### src/rtl/draw_pkg.sv
`default_nettype none
// ============================================================
// Package  : draw_pkg
// Summary  : shared FSM state, coordinate widths and timeout default.
// Revision : 1.0
// ============================================================
package draw_pkg;

  localparam int X_W             = 9;
  localparam int Y_W             = 8;
  localparam int TIMEOUT_DEFAULT = 16;

  typedef enum logic [2:0] {
    IDLE  = 3'd0,
    DRIVE = 3'd1,
    ACK   = 3'd2
  } state_e;

endpackage
`default_nettype wire

### src/rtl/draw_scheduler_rr_picker.sv
`default_nettype none
// ============================================================
// Module   : rr_picker
// Summary  : combinational round-robin pick, first set bit at or after ptr_i.
// Revision : 1.0
// ============================================================
module rr_picker #(
  parameter  int N_REQ = 4,
  localparam int PW    = (N_REQ > 1) ? $clog2(N_REQ) : 1
) (
  input  logic [N_REQ-1:0] req_i,
  input  logic [PW-1:0]    ptr_i,
  output logic [N_REQ-1:0] grant_o,
  output logic             valid_o
);

  logic [PW:0]   sum;
  logic [PW-1:0] idx;
  logic          found;

  // Walk ptr_i, ptr_i+1, ... with wrap so non-power-of-two counts also work.
  always_comb begin
    grant_o = '0;
    found   = 1'b0;
    sum     = '0;
    idx     = '0;
    for (int i = 0; i < N_REQ; i++) begin
      sum = {1'b0, ptr_i} + (PW+1)'(i);
      if (sum >= (PW+1)'(N_REQ)) begin
        sum = sum - (PW+1)'(N_REQ);
      end
      idx = sum[PW-1:0];
      if (!found && req_i[idx]) begin
        grant_o[idx] = 1'b1;
        found        = 1'b1;
      end
    end
  end

  assign valid_o = |req_i;

endmodule
`default_nettype wire

### src/rtl/draw_scheduler.sv
`default_nettype none
// ============================================================
// Module   : draw_scheduler
// Summary  : round-robin scheduler sharing one shape drawer, with job timeout.
// Revision : 1.0
// ============================================================
module draw_scheduler
  import draw_pkg::*;
#(
  parameter  int N_REQ   = 4,
  parameter  int TIMEOUT = TIMEOUT_DEFAULT,
  localparam int GW      = (N_REQ > 1) ? $clog2(N_REQ) : 1,
  localparam int CW      = $clog2(TIMEOUT + 1)
) (
  input  logic                   clk,
  input  logic                   reset_n,
  input  logic [N_REQ-1:0]       req,
  input  logic [X_W*N_REQ-1:0]   req_x,
  input  logic [Y_W*N_REQ-1:0]   req_y,
  output logic [N_REQ-1:0]       ack,
  output logic                   err,
  output logic                   busy,
  output logic [GW-1:0]          grant_id,
  output logic                   drw_start,
  output logic [X_W-1:0]         drw_x,
  output logic [Y_W-1:0]         drw_y,
  input  logic                   drw_done
);

  state_e         state_q, state_d;
  logic [GW-1:0]  rr_ptr_q, rr_ptr_d;
  logic [GW-1:0]  grant_q, grant_d;
  logic [CW-1:0]  cnt_q, cnt_d;
  logic [X_W-1:0] x_q, x_d;
  logic [Y_W-1:0] y_q, y_d;
  logic           err_q, err_d;

  logic [N_REQ-1:0] pick_onehot;
  logic             pick_valid;
  logic [GW-1:0]    pick_idx;

  rr_picker #(.N_REQ(N_REQ)) u_picker (
    .req_i   (req),
    .ptr_i   (rr_ptr_q),
    .grant_o (pick_onehot),
    .valid_o (pick_valid)
  );

  always_comb begin
    pick_idx = '0;
    for (int i = 0; i < N_REQ; i++) begin
      if (pick_onehot[i]) pick_idx = GW'(i);
    end
  end

  always_comb begin
    state_d  = state_q;
    rr_ptr_d = rr_ptr_q;
    grant_d  = grant_q;
    cnt_d    = cnt_q;
    x_d      = x_q;
    y_d      = y_q;
    err_d    = err_q;
    unique case (state_q)
      IDLE: begin
        if (pick_valid) begin
          state_d = DRIVE;
          grant_d = pick_idx;
          x_d     = req_x[int'(pick_idx)*X_W +: X_W];
          y_d     = req_y[int'(pick_idx)*Y_W +: Y_W];
          cnt_d   = '0;
          err_d   = 1'b0;
        end
      end
      DRIVE: begin
        cnt_d = cnt_q + 1'b1;
        // A done arriving on the last allowed cycle still wins over the timeout.
        if (drw_done) begin
          state_d = ACK;
        end else if (cnt_q == CW'(TIMEOUT - 1)) begin
          state_d = ACK;
          err_d   = 1'b1;
        end
      end
      ACK: begin
        state_d  = IDLE;
        rr_ptr_d = (grant_q == GW'(N_REQ - 1)) ? '0 : grant_q + 1'b1;
      end
      default: state_d = state_e'(3'bxxx);
    endcase
  end

  always_ff @(posedge clk or negedge reset_n) begin
    if (!reset_n) begin
      state_q  <= IDLE;
      rr_ptr_q <= '0;
      grant_q  <= '0;
      cnt_q    <= '0;
      x_q      <= '0;
      y_q      <= '0;
      err_q    <= 1'b0;
    end else begin
      state_q  <= state_d;
      rr_ptr_q <= rr_ptr_d;
      grant_q  <= grant_d;
      cnt_q    <= cnt_d;
      x_q      <= x_d;
      y_q      <= y_d;
      err_q    <= err_d;
    end
  end

  assign busy      = (state_q != IDLE);
  assign drw_start = (state_q == DRIVE);
  assign drw_x     = x_q;
  assign drw_y     = y_q;
  assign grant_id  = grant_q;
  assign ack       = (state_q == ACK) ? (N_REQ'(1) << grant_q) : '0;
  assign err       = (state_q == ACK) && err_q;

endmodule
`default_nettype wire

### config.mk
export PLATFORM = sky130hd
export DESIGN_NAME = draw_scheduler
export DESIGN_NICKNAME = d
export VERILOG_FILES = /design/src/rtl/draw_pkg.sv /design/src/rtl/draw_scheduler_rr_picker.sv /design/src/rtl/draw_scheduler.sv
export SDC_FILE = /design/constraint.sdc
export NUM_CORES = 1
export LEC_CHECK = 0
export CAP_MARGIN = 20
export CORE_MARGIN = 2
export CORE_UTILIZATION = 35
export CTS_CLUSTER_DIAMETER = 100
export DETAILED_ROUTE_END_ITERATION = 10
export GPL_TIMING_DRIVEN = 0
export PLACE_DENSITY = 0.75
export SYNTH_ARGS = -nofsm -noshare
export SYNTH_HDL_FRONTEND = slang
export SYNTH_SLANG_ARGS = --single-unit
export TNS_END_PERCENT = 1
### constraint.sdc
create_clock -name clk -period 3.7 [get_ports clk]
set_input_delay 0.925 -clock clk [delete_from_list [all_inputs] [get_ports clk]]
set_output_delay 0.925 -clock clk [all_outputs]
set_load 0.05 [all_outputs]
Yosys cells after proc, flatten, opt, wreduce, memory -nomap -nowiden
Index checks and enable logic that the tools add are counted.
Widths: inputs -> output; s select.

cells by class
  multiplexer cells = 42
  add/subtract/negate cells = 9
  shift-type cells = 3
  reductions and logical operators = 19
  magnitude comparators = 12
  bitwise operators = 3
  eq/ne operators = 8
  $mul = 1

operator list
  operator             count
  $shiftx 36x7->9      1
  $shiftx 32x6->8      1
  $mux 4               5
  $mux 1               15
  $mux 2               7
  $lt 2x3->1 const B   4
  $or 4x4->4           3
  $pmux 5 s2           1
  $ge 3x3->1 const B   3
  $mux 3               3
  $pmux 3 s3           1
  $bmux 1 s2           4
  $demux 1 s2          4
  $ge 2x1->1 const B   4
  $logic_and 1x1->1    8
  $sub 2x1->2 const B  4
  $add 2x2->3 const B  2
  $mul 2x4->6 const B  1
  $reduce_and 2->1     3
  $add 5x1->5 const B  1
  $eq 5x4->1 const B   1
  $mux 5               1
  $ne 2x2->1 const B   2
  $reduce_and 4->1     1
  15 further kinds     17

word-level totals
  output and inout port bits = 26
  bits of input ports = 75
  register bits = 30

Longest topological paths before layout
Gate-level depths: netlist of the first run.

  depth after elaboration = 19
  mapped depth = 11
  mapped depth without buffers = 8

Modules after synthesis
From an unflattened synthesis of the first run, not the netlist that was laid out.

unflattened totals
  cell total of the unflattened synthesis = 215
  area, all modules = 2,104.5 um^2

by module, submodules not included
  module          times used  sequential area each (um^2)  cells an instance  area an instance (um^2)
  draw_scheduler  1           725.7                        184                1,794.2
  rr_picker       1           0.0                          31                 310.3

Least setup slack after synthesis of the first run
OpenSTA, ideal clock, no wires.

  path kind = input -> register
  start point = input port req[1]
  end point = register y_q[4] (netlist: drw_y[4])
  arrival time = 2,831 ps
  buffers on the path = 3
  stages on the path = 9
  slack = 782 ps
  setup time = 86 ps
  cell sequence = buf_6 > mux4_2 > nand2_1 > mux2i_1 > a221o_1 > or4b_1 > buf_2 > buf_6 > o221ai_2

on the way
  cells in the longest elaborated chain, start to end = 16
  elaborated cells on any way between the ends = 30

RTL lines
  element                       line                            text
  from (decl)                   draw_scheduler.sv:17            input logic [N_REQ-1:0] req,
  $bmux 1 s2                    draw_scheduler_rr_picker.sv:33  if (!found && req_i[idx]) begin
  $mux 1 (not written as such)  draw_scheduler_rr_picker.sv:33
  $mux 1                        draw_scheduler_rr_picker.sv:33
  $logic_not 1->1               draw_scheduler_rr_picker.sv:33
  $logic_and 1x1->1             draw_scheduler_rr_picker.sv:33
  $mux 1                        draw_scheduler_rr_picker.sv:33
  $logic_not 1->1               draw_scheduler_rr_picker.sv:33
  $logic_and 1x1->1             draw_scheduler_rr_picker.sv:33
  $mux 1                        draw_scheduler_rr_picker.sv:33
  $logic_not 1->1               draw_scheduler_rr_picker.sv:33
  $logic_and 1x1->1             draw_scheduler_rr_picker.sv:33
  $mux 4                        draw_scheduler_rr_picker.sv:33
  $mux 1                        draw_scheduler.sv:52            if (pick_onehot[i]) pick_idx = GW'(i);
  $mux 2 (2 in series)          draw_scheduler.sv:52
  $shiftx 32x6->8               draw_scheduler.sv:70            y_d = req_y[int'(pick_idx)*Y_W +: Y_W];
  to (signal assigned)          draw_scheduler.sv:108           y_q <= y_d;
  to (decl)                     draw_scheduler.sv:35            logic [Y_W-1:0] y_q, y_d;

Parallel ways exist; a longest one is shown, timed or not. The select of a mux whose other input is x is not followed.
A chain may end at the register's enable or synchronous reset.

Worst setup path after layout of the first run
  start point = input port req[3]
  end point = register x_q[7] (netlist: drw_x[7])

on the way
  cells in the longest elaborated chain, start to end = 17
  elaborated cells on any way between the ends = 31

RTL lines
  element                       line                            text
  $bmux 1 s2                    draw_scheduler_rr_picker.sv:33
  $mux 1 (not written as such)  draw_scheduler_rr_picker.sv:33
  $mux 1                        draw_scheduler_rr_picker.sv:33
  $logic_not 1->1               draw_scheduler_rr_picker.sv:33
  $logic_and 1x1->1             draw_scheduler_rr_picker.sv:33
  $mux 1                        draw_scheduler_rr_picker.sv:33
  $logic_not 1->1               draw_scheduler_rr_picker.sv:33
  $logic_and 1x1->1             draw_scheduler_rr_picker.sv:33
  $mux 1                        draw_scheduler_rr_picker.sv:33
  $logic_not 1->1               draw_scheduler_rr_picker.sv:33
  $logic_and 1x1->1             draw_scheduler_rr_picker.sv:33
  $mux 4                        draw_scheduler_rr_picker.sv:33
  $mux 1                        draw_scheduler.sv:52
  $mux 2 (2 in series)          draw_scheduler.sv:52
  $mul 2x4->6                   draw_scheduler.sv:69            x_d = req_x[int'(pick_idx)*X_W +: X_W];
  $shiftx 36x7->9               draw_scheduler.sv:69
  to (signal assigned)          draw_scheduler.sv:99            x_q <= '0;
  to (signal assigned)          draw_scheduler.sv:107           x_q <= x_d;
  to (decl)                     draw_scheduler.sv:34            logic [X_W-1:0] x_q, x_d;

Parallel ways exist; a longest one is shown, timed or not. The select of a mux whose other input is x is not followed.

==> metrics, run 1 <==
Distinct cells, synth 40; Synth Area in Compound Gates 24.7%; Sum Neg Setup Slack 0 ns; gpl congestion slightly below 0.8; Req. time, crit path approximately 3.9 ns; first-pass GRT wire length roughly 11 mm; largest family of logic cells by synthesized area compound AO/OA/AOI/OAI gates; Placeable Area 0.00628 mm²; antenna violations before repair 0; CTS Buffer Depth 2; Min-Delay Path Depth 2; DRT antenna net count 0; num rows 29; share of synthesized registers carrying an async set or reset between 90% and 100%; Post-Place Cells 418; drc violations 0; top layer in use met4; Post-CTS Hold Fix Bufs 0; Max rail drop VDD roughly 0.0004 V; type of origin of the critical path primary input; Syn Nets approximately 330; Post-CTS Setup Inserts 0; Yosys warnings 0; P&R area growth vs syn 52.9%; CTS Root Cell clkbuf_8; Slew headroom around two fifths; vias after detailed routing 2209; Adder-Cell Fraction of Synth Area ~8.9%; worst r2r src rr_ptr_q[0]; DP HPWL a little under 5 mm; Power, Total ~3 mW; worst-skew pair later-pin latency between 0.2 and 0.3 ns; met1 wire length 2.69 mm; CP endpoint kind register; antenna diode count 0; Synth Register Bits 29; CTS tree done; Leakage between 1 and 1.5 nW; vias per cell 5.19; final WL 6.39 mm; Multi-input gate area 0.00132 mm²; f_max approximately 300 MHz; post-synthesis mux area share 12.1%; Crit Path Class in2reg; H-tree levels 2; CTS buffer count 5; total track usage between 10% and 20%; Buffers on Ports just under 100; cells after synthesis ~240; pwr dens 870 mW/mm²; iteration count of the initial detailed-routing pass 4; DIE AREA around 0.0071 mm²; clk_skew about 0.0031 ns; endpoints failing setup 0; clock power share just under 10%; Iter 0 DRT Violations between 80 and 90; Final #Nets between 400 and 500; final hold violation count 0; number of synthesized flops with an enable pin 0; Seq/Total Area, Yosys between 30% and 40%; Final period util 92.0%; critical path depth 8; Synth Area in XOR/XNOR less than 1%; final cell count without fillers between 400 and 500; CP cell instances clkdlybuf4s50_1, mux4_2, a211oi_1, a221oi_1, buf_2, nand3_1, buf_4, o221ai_1; Worst R2R Path Depth 10; Critical Path AT approximately 3.6 ns; metal2 WL 3.31 mm; Post-Syn Area per Cell just over 9 µm²; die width 84.3 µm; max cap viols 0; simple-gate portion of the synthesized area between 10% and 20%; status complete, no violations; Worst Path Buf+Inv 3; Tightest Hold Check Type reg2reg; internal power approximately 1.5 mW; Sw Share approximately half; clock net sink count 29; # fillers 594; slowest CP cell mux4_2; drt wl/cell about 15 µm; max-slew violations 0; Logic pwr share a little over two thirds; CP delay by family, top buffers and inverters; most used flip-flop cell after synthesis dfrtp_1; met3 WL about 340 µm; critical path's largest stage delay between 0.5 and 0.6 ns; CP Launch Point req[3]; HP Start drw_y[6]; Register Area around 730 µm²; Post-Syn Area about 0.0023 mm²; Net Sw Power ~1.5 mW; largest net degree at the start of global routing 20; Starting Density 36.0%; RSZ-0062 raised after global routing false; Resized cells post-CTS 0; CTS clock-pin slew for the worst setup and hold paths ~0.070 ns; Seq pwr share 20.1%; Worst Path Max Fanout 10; number of global-route vias before repair 2297; Final min period ~3.4 ns; Slew @ Worst Pin between 0.8 and 0.9 ns; GRT overflow 0; boundary pin count 101; share of cells above drive strength 1 ~8.6%; die height around 84 µm
power groups by stage:
stage	clock network (mW)	logic (mW)	registers, mW
6_report	0.296	2.10	0.604
5_1_grt	0.318	2.28	0.627
4_1_cts	0.301	2.12	0.603
3_5_place_dp	0	2.12	0.606
3_3_place_gp	0	2.07	0.601
2_1_floorplan	0	1.16	0.939
cells in the mapped netlist, types with 5 or more instances:
| cell type | number | area [µm²] |
|---|---|---|
| a2bb2oi_1 | 17 | 149 |
| nand2_1 | 30 | 113 |
| mux2i_1 | 24 | 240 |
| nand3_1 | 5 | 25.0 |
| and2_1 | 5 | 31.3 |
| clkbuf_1 | 5 | 18.8 |
| dfrtp_1 | 29 | 726 |
| inv_1 | 31 | 116 |
| nor2_1 | 9 | 33.8 |
| o21ai_0 | 7 | 35.0 |
| a21oi_1 | 5 | 25.0 |
| ha_1 | 16 | 200 |
| o221ai_2 | 10 | 150 |
| o221ai_1 | 7 | 61.3 |
final cells by class:
class,instances,share of cell area [%]
Inverter,31,3.37
Timing Repair Buffer,99,28.9
Buffer,15,2.72
Clock buffer,7,2.79
Clock inverter,1,0.145
Sequential cell,29,21.0
Tap cell,77,2.79
Multi-Input combinational cell,167,38.3
placed cells by master, fill, tap and decap left out, drive strengths merged, types with 5 or more instances in the layout:
master / netlist / final
a21oi: 5 / 5
a2bb2oi: 17 / 17
o221ai: 17 / 17
and2: 5 / 5
mux2i: 24 / 24
clkdlybuf4s50: 0 / 98
inv: 31 / 31
o21ai: 7 / 7
ha: 16 / 16
nand3: 5 / 5
dfrtp: 29 / 29
nand2: 30 / 30
clkbuf: 5 / 12
nor2: 9 / 9
buf: 10 / 11
path summary, 6_finish.rpt:
| kind | slack (ns) | endpoint |
|---|---|---|
| setup / recovery | 0.30 | drw_x[7] |
| hold / removal | 0.50 | drw_y[6] |
| setup reg to reg | 0.53 | drw_x[7] |
| hold reg to reg | 0.50 | drw_y[6] |
| max in group asynchronous | 2.18 | drw_y[6] |
| min in group asynchronous | 1.00 | drw_x[3] |
tightest hold or removal path, cell delays in order, from the launching register on:
cell and delay, ns:
dfrtp_1 0.34, a2bb2oi_1 0.08, o221ai_2 0.05
per-stage QoR:
stage          hold slack, ns  setup slack (ns)  util, %  cell area [µm²]
4_1_cts                 0.507             0.274     55.0             3450
3_3_place_gp            0.482            0.0260     53.1             3340
5_1_grt                 0.539            0.0981     55.0             3450
6_report                0.504             0.295     55.0             3450
2_1_floorplan           0.488             0.782        -             2260
3_5_place_dp            0.489           -0.0216     53.4             3350
cell families after synthesis:
group	after synthesis
DFF	29
xor gates and xnor gates	1
AOI/OAI and AO/OA	63
buffers and inverters	46
muxes	26
adders and majority gates	16
and+or+nand+nor	61
sequential cells by signal (all words and copies together) (netlist names):
| name | flops |
|---|---|
| cnt_q | 5 |
| drw_x | 9 |
| drw_y | 8 |
| err_q | 1 |
| grant_id | 2 |
| rr_ptr_q | 2 |
| state_q | 2 |
metal layers:
metal	track usage, %	up-vias
met3	5.11	4
met2	33.3	57
met1	21.5	1059
met5	0	-
li1	-	1089
met4	3.17	0
(Power assumes the default switching activity.)
==> run 2: changes to the inputs <==
- clock period: 3.7 -> 4.4 ns (I/O delays scaled with it)
==> results of run 2 <==
Same layout as run 1 (identical final DEF). Status: complete, no violations.
Among the figures that moved: setup slack after placement -0.0216 ns -> 0.503 ns; setup slack after layout 0.295 ns -> 0.820 ns; register-to-register setup slack 0.53 ns -> 1.23 ns; total power 3.00 mW -> 2.52 mW; worst IR drop on VDD 0.000412 V -> 0.000346 V
==> run 3: changes to the inputs <==
- clock period: 4.4 -> 3.3 ns (I/O delays scaled with it)
==> metrics, run 3 (synthesis gave the netlist of run 1 again) <==
type of origin of the critical path register; Worst Path Buf+Inv 4; Crit Path Class reg2reg; Placeable Area between 0.006 and 0.007 mm²; Critical Path AT 3.28 ns; iteration count of the initial detailed-routing pass 4; endpoints failing setup 0; most frequent cells in the layout 96 x clkdlybuf4s50_1, 31 x inv_1, 30 x nand2_1, 29 x dfrtp_1, 24 x mux2i_1; final WL roughly 6.4 mm; Max rail drop VDD approximately 0.00046 V; Final period util between 90 and 100%; Slew headroom 40.5%; Post-CTS Hold Fix Bufs 0; clock net sink count 29; f_max between 300 and 400 MHz; Worst Path Max Fanout 10; slowest CP cell or4b_1; boundary pin count roughly 100; CTS Buffer Depth 2; vias after detailed routing about 2200; CTS tree done; RSZ-0062 raised after global routing false; final hold violation count 0; die height between 80 and 90 µm; H-tree levels 2; gpl congestion 0.795; Leakage between 1.5 and 2 nW; CTS Root Cell clkbuf_8; Starting Density between 30% and 40%; num rows 29; pwr dens around 970 mW/mm²; vias per cell ~5.2; number of global-route vias before repair about 2300; Iter 0 DRT Violations between 80 and 90; Placed Area ~0.0034 mm²; Buffers on Ports 98; Tightest Hold Check Type reg2reg; CTS clock-pin slew for the worst setup and hold paths 0.07 ns; antenna violations before repair 0; CP endpoint kind register; DIE AREA around 0.007 mm²; clk_skew between 0.004 and 0.005 ns; max FFs per register 9; share of cells above drive strength 1 9.46%; Post-Layout Inst Area ~0.0035 mm²; Final min period about 3 ns; critical path's largest stage delay 0.49 ns; largest net degree at the start of global routing 20; P&R area growth vs syn 53.7%; GRT overflow 0; drt wl/cell around 15 µm; first-pass GRT wire length between 10 and 15 mm; CP delay by family, top buffers and inverters; Power, Total around 3.4 mW; worst-skew pair later-pin latency around 0.28 ns; Final #Nets roughly 440; CTS buffer count 5; Slew @ Worst Pin between 0.8 and 0.9 ns; DRT antenna net count 0; total track usage between 15 and 20%; die width between 80 and 90 µm; DP HPWL just under 5 mm; Sum Neg Setup Slack 0 ns; status complete, no violations; Req. time, crit path 3.50 ns; antenna diode count 0; CP cell instances buf_4, inv_1, ha_1, mux4_2, nand2_1, mux2i_1, a221o_1, or4b_1, buf_2, buf_6, o221ai_2; max-slew violations 0; most common cell after layout, fill and taps aside clkdlybuf4s50_1; Post-Place Cells approximately 420; drc violations 0; max cap viols 0; final cell count without fillers between 400 and 500
==> run 3: cell types whose count changed in the layout (fill, tap and decap cells not counted) <==
cell / change
dlymetal6s2s_1: +2
clkbuf_2: +1
a211oi_2: +1
a211oi_1: -1
nand3_1: -1
buf_2: -1
nand3_2: +1
clkdlybuf4s50_1: -2
clkbuf_4: +1
buf_1: -1
==> run 3: routing by layer <==
layer | global-route usage (%) | part of all wire (%) | routed length, µm
met1 | 21.6 | 42 | 2650
met2 | 33.3 | 52 | 3330
met3 | 5.11 | 5.4 | 343
met4 | 3.17 | 0.72 | 46
met5 | 0 | 0 | 0
==> run 3: repair_timing <==
action | 4_1_cts | 5_1_grt
setup buffers | 0 | 0
gates resized for setup | 2 | 4
setup endpoints to repair | 3 | 9
pin swaps | 0 | 0
==> run 3: power breakdown <==
part           switching (mW)  leakage (nW)  internal, mW
logic                    1.39          1.09         0.972
clock network           0.145        0.0542         0.188
registers               0.139         0.358         0.539
==> run 3: area by class of cell <==
cell class | count | area, µm²
Sequential cell | 29 | 726
Fill cell | 590 | 2810
Timing Repair Buffer | 99 | 1000
Clock buffer | 7 | 96.3
Buffer | 15 | 97.6
Inverter | 31 | 116
Clock inverter | 1 | 5.00
Multi-Input combinational cell | 167 | 1330
Tap cell | 77 | 96.3
==> run 3: worst paths after layout <==
kind                             startpoint       end  slack [ns]  cells past startpoint
worst max-delay path            rr_ptr_q[0]  drw_x[6]        0.22                     11
worst min-delay path               drw_y[6]  drw_y[6]        0.50                      2
worst max register to register  rr_ptr_q[0]  drw_x[6]        0.22                     11
worst min register to register     drw_y[6]  drw_y[6]        0.50                      2
max in group asynchronous           reset_n  drw_y[6]        1.88                      2
min in group asynchronous           reset_n  drw_x[3]        0.90                      1
==> run 3: worst reg2reg max path: cells and delay by family, from the launching register on <==
| kind | cells | cell delay, ns |
|---|---|---|
| AOI/OAI and AO/OA | 2 | 0.45 |
| adders and majority gates | 1 | 0.34 |
| buffers and inverters | 4 | 0.71 |
| DFF | 1 | 0.47 |
| muxes | 2 | 0.42 |
| and+or+nand+nor | 2 | 0.59 |
==> run 3: metrics by stage <==
| step | setup WS [ns] | utilization [%] | hold WS [ns] |
|---|---|---|---|
| final | 0.220 | 55.3 | 0.505 |
| after global routing | 0.0300 | 55.3 | 0.539 |
| after CTS | 0.0240 | 55.2 | 0.507 |
| after detailed placement | -0.322 | 53.4 | 0.489 |
| after global placement | -0.274 | 53.1 | 0.482 |
| after floorplan | 0.482 | - | 0.488 |
